**src/rtl/max_stream_ctrl_pkg.sv**
```systemverilog
// max_stream_ctrl_pkg: shared state type, default sizes and max-select helper
package max_stream_ctrl_pkg;

    localparam int W_DEF = 8;
    localparam int N_MAX_DEF = 16;

    typedef enum logic [1:0] {IDLE, COLLECT, DONE} state_t;

    function automatic logic [W_DEF-1:0] max2(input logic [W_DEF-1:0] a, input logic [W_DEF-1:0] b);
        return (a > b) ? a : b;
    endfunction

endpackage

```
**src/rtl/max_stream_ctrl_max2_cmp.sv**
```systemverilog
// max2_cmp: unsigned strict greater-than compare of a candidate against the current max
module max2_cmp #(
    parameter int W = 8
) (
    input  logic [W-1:0] a,
    input  logic [W-1:0] b,
    output logic         gt,
    output logic [W-1:0] y
);

    // Ties report gt=0 so the earlier value (and its index) is kept.
    always_comb begin
        gt = a > b;
        y = gt ? a : b;
    end

endmodule

```
**src/rtl/max_stream_ctrl.sv**
```systemverilog
// max_stream_ctrl: collects a burst of samples and reports the peak and its first index
module max_stream_ctrl
    import max_stream_ctrl_pkg::*;
#(
    parameter int W = W_DEF,
    parameter int N_MAX = N_MAX_DEF,
    localparam int LEN_W = $clog2(N_MAX + 1),
    localparam int IDX_W = (N_MAX > 1) ? $clog2(N_MAX) : 1
) (
    input  logic             clk,
    input  logic             rst_n,
    input  logic             start,
    input  logic [LEN_W-1:0] len,
    input  logic             in_valid,
    input  logic [W-1:0]     in_data,
    output logic             in_ready,
    output logic             out_valid,
    input  logic             out_ready,
    output logic [W-1:0]     out_max,
    output logic [IDX_W-1:0] out_idx,
    output logic             out_empty,
    output logic             busy
);

    state_t state;
    logic [LEN_W-1:0] cnt;
    logic [LEN_W-1:0] len_eff;
    logic gt;
    logic [W-1:0] sel;
    logic accept;

    max2_cmp #(.W(W)) u_cmp (
        .a  (in_data),
        .b  (out_max),
        .gt (gt),
        .y  (sel)
    );

    // Handshake and status flags decode directly from the state register.
    always_comb begin
        in_ready = state == COLLECT;
        out_valid = state == DONE;
        busy = state != IDLE;
        accept = in_valid && in_ready;
    end

    // Burst FSM: running max lives in out_max so the result needs no extra copy.
    always_ff @(posedge clk or negedge rst_n) begin
        if (!rst_n) begin
            state <= IDLE;
            cnt <= '0;
            len_eff <= '0;
            out_max <= '0;
            out_idx <= '0;
            out_empty <= 1'b0;
        end else begin
            case (state)
                IDLE: begin
                    if (start) begin
                        cnt <= '0;
                        len_eff <= (len > LEN_W'(N_MAX)) ? LEN_W'(N_MAX) : len;
                        if (len == '0) begin
                            state <= DONE;
                            out_max <= '0;
                            out_idx <= '0;
                            out_empty <= 1'b1;
                        end else begin
                            state <= COLLECT;
                        end
                    end
                end
                COLLECT: begin
                    if (accept) begin
                        if (cnt == '0 || gt) begin
                            out_max <= (cnt == '0) ? in_data : sel;
                            out_idx <= IDX_W'(cnt);
                        end
                        if (cnt == len_eff - LEN_W'(1)) begin
                            state <= DONE;
                            cnt <= '0;
                        end else begin
                            cnt <= cnt + LEN_W'(1);
                        end
                    end
                end
                DONE: begin
                    if (out_ready) begin
                        state <= IDLE;
                        out_empty <= 1'b0;
                    end
                end
                default: state <= IDLE;
            endcase
        end
    end

endmodule

```
**config.mk**
```make
export PLATFORM = sky130hd
export DESIGN_NAME = max_stream_ctrl
export DESIGN_NICKNAME = d
export VERILOG_FILES = /design/src/rtl/max_stream_ctrl_pkg.sv /design/src/rtl/max_stream_ctrl_max2_cmp.sv /design/src/rtl/max_stream_ctrl.sv
export SDC_FILE = /design/constraint.sdc
export NUM_CORES = 1
export LEC_CHECK = 0
export ABC_AREA = 0
export BUFFER_PORTS_ARGS = -buffer_cell sky130_fd_sc_hd__buf_4
export CAP_MARGIN = 30
export CORE_MARGIN = 10
export CORE_UTILIZATION = 28
export CTS_CLUSTER_SIZE = 12
export DETAILED_ROUTE_END_ITERATION = 16
export GPL_ROUTABILITY_DRIVEN = 0
export PLACE_DENSITY_LB_ADDON = 0.2
export SETUP_SLACK_MARGIN = 0.15
export SLEW_MARGIN = 15
export SYNTH_ARGS = -nofsm -noshare
export SYNTH_HDL_FRONTEND = slang
export SYNTH_SLANG_ARGS = --single-unit
```
**constraint.sdc**
```tcl
create_clock -name clk -period 2.7 [get_ports clk]
set_input_delay 0.54 -clock clk [delete_from_list [all_inputs] [get_ports clk]]
set_output_delay 0.54 -clock clk [all_outputs]
set_load 0.005 [all_outputs]
```
==> flow_summary.json <==
{
  "syn_inst": 160,
  "achievable-frequency_mhz": 473,
  "criticalPathCategory": "reg -> reg",
  "row_count": 26,
  "stdcell_area_um2": 1880,
  "holdCritPathClass": "in -> async",
  "synth-edff-count": 0,
  "maximum_number_of_pins_on_one_net_before_global_route_repair": 26,
  "post-route-period-util_pct": 78.3,
  "vias_per_cell": 4.53,
  "skew_ps": 2.83,
  "path_cells": "inv_1, ha_1, a211oi_1, nor2_1, or4_4, o21ai_2, mux2_2",
  "timing.reg2reg.setup_slack_ps": 590,
  "drtIter0Drc": 87,
  "route.antenna.remaining_nets": 0,
  "n_antenna_cell": 0,
  "end_kind": "flip-flop",
  "min_clock_period_post_route_ps": 2110,
  "route.detailed.wl_per_inst_um": 13.3,
  "count_of_different_cell_masters_after_synthesis": 37,
  "result_of_the_run": "completed",
  "num_cts_buffers": 3,
  "num-nets-final": 224,
  "cts_repair_resize_count": 0,
  "timing.critical_path.buf_inv": 1,
  "totalWireLength_um": 3500,
  "worst_slew_pin_slew_ps": 459,
  "crit_end": "out_idx[1]",
  "cts.htree.levels": 1,
  "grt_pass1_wl_um": 6110,
  "detailed_place.area_um2": 1840,
  "r2r-start": "out_max[5]",
  "vdd.ir_drop.worst_uv": 480,
  "slew_margin_rel_pct": 69.4,
  "critical_path_at_ps": 2270,
  "synth.yosys.warnings": 0,
  "floorplan.die.width_um": 93.7,
  "tritoncts": "done",
  "cp_max_fo": 4,
  "detail_route.drc_violations": 0,
  "setup.worst_path.start_class": "flip-flop",
  "synth_top_cells_by_area": "dfrtp_1 (41%), ha_1 (9.1%), mux2i_1 (7.2%)",
  "start_util_pct": 29.4,
  "slew_violations": 0,
  "cp-startpoint": "out_max[5]",
  "die-height_um": 93.7,
  "worstReg2RegEnd": "out_idx[1]",
  "synth-async-reset-ratio_pct": 100,
  "cts-root-to-sink-buffers": 2,
  "synth_area_per_inst_um2": 9.50,
  "top_cell_family_by_delay_on_the_critical_path": "simple AND/OR/NAND/NOR gates",
  "synth_area_leader": "dfrtp_1",
  "area_growth_pct": 24.0,
  "grt_pass1_vias": 1340,
  "ys.flop_type": "dfrtp_1",
  "preCtsSetupSlack_ps": 323,
  "power-per-cell-area_nw_per_um2": 1070,
  "finalSetupTns_ps": 0,
  "clock_latency_ps": 270,
  "cts_post_setup_buffers_inserted": 0,
  "antenna_violations_before_repair": 0,
  "clkSinkCount": 25,
  "timing.max_cap.violations": 0,
  "grt.total_usage_pct": 8.34,
  "area_of_the_mapped_netlist_um2": 1520,
  "globalRouteOverflowTotal": 0,
  "clock_tree.root_cell": "clkbuf_8",
  "grt_setup_unrepaired": "false",
  "path_clk_slew_ps": 90,
  "final-setup-viol-count": 0,
  "syn-num-nets": 189,
  "worst-path-stages": 7,
  "holdBufCountCts": 0,
  "synth-seq-area-share_pct": 41.2,
  "max_stage_delay_ps": 410,
  "route.vias.total": 1197,
  "hpwl_um": 2750,
  "power_leakage_nw": 0.950,
  "cpMaxStageDelayCell": "or4_4",
  "p_total_mw": 2.01,
  "yosysTopAreaCellShare_pct": 41.2,
  "worst-r2r-cell-count": 7,
  "post_route_cells_drive_above_1_share_pct": 24.2,
  "die-area_um2": 8780,
  "placeableCoreArea_um2": 5170,
  "crit_required_ps": 2860,
  "final_critical_path_setup_slack_ps": 585,
  "drt_first_pass_iters": 4,
  "top_level_ports": 34,
  "synth.ff_latch_count": 25,
  "report.final.hold_viol_count": 0,
  "placement.io_buffers": 33
}
## flip-flops by register name, summed over array words and instances (netlist names)
register	cells
out_empty	1
len_eff	5
out_max	8
cnt	5
state	2
out_idx	4
## power by group
group	internal [mW]	total (mW)	switching [mW]
Clock	0.103	0.221	0.118
Sequential	0.548	0.718	0.170
Combinational	0.559	1.07	0.512
## per-layer routing
layer	part of all wire [%]	track usage [%]
met4	0.11	0.759
met2	48	13.9
met3	4.9	2.88
met5	0	0
met1	47	10.5
## logic make-up (layout without fill, tap and decap cells)
family          count (synthesis)  in the layout  share of synthesized area (%)
buf+inv                        24             58                           7.08
xor+xnor                        5              5                           2.88
fa+ha+maj                      11             11                           9.05
mux                            14             14                           9.47
compound gates                 26             26                           11.3
simple gates                   55             55                           19.1
flops                          25             25                           41.2
## placed cells by master, fill, tap and decap left out, drive strengths merged, types with 2 or more instances in the layout
master  count
mux2        3
nand2b      6
a21oi       5
clkbuf      3
mux2i      11
nor3        3
xor2        2
o21ai      10
or4         2
nand2      20
nand3       2
nor2b       4
ha         11
xnor2       3
dfrtp      25
or3         2
inv        18
buf        36
nand4       2
nor2        8
a211oi      3
o211ai      2
## cell usage after synthesis (2+ instances only)
cell,n
xor2_1,2
or3_1,2
inv_1,18
nand2_1,20
xnor2_1,3
clkbuf_1,2
buf_2,2
nor3_1,3
buf_6,2
o211ai_1,2
dfrtp_1,25
a21oi_1,5
o21ai_0,9
nor2b_1,4
nand3_1,2
nand2b_1,6
nor2_1,8
mux2i_1,11
mux2_2,3
nand4_1,2
a211oi_1,3
ha_1,11
## final cells by class
class | instances | area (µm²)
fill | 549 | 3290
multi-input combinational | 111 | 787
sequential | 25 | 626
timing repair buffer | 36 | 270
tap | 70 | 87.6
inverter | 18 | 67.6
clock buffer | 3 | 41.3
clock inverter | 1 | 5.00
## through the flow
step / std cells / util [%] / hold slack [ps]
detailed placement: 260 / 35.5 / 478
global route: 264 / 36.4 / 179
finish: 264 / 36.4 / 170
floorplan: 160 / - / 244
CTS: 264 / 36.4 / 170
global placement: 260 / 35.5 / 477
## worst min path at each step
stage	start	to	slack (ps)	depth (start not counted)
after floorplan	rst_n	cnt[0]	240	0
after global placement	rst_n	cnt[2]	480	1
after detailed placement	rst_n	cnt[3]	480	1
after CTS	rst_n	out_max[7]	170	1
after global routing	rst_n	out_max[7]	180	1
final	rst_n	cnt[2]	170	1
Power figures use the tool's default switching activity.
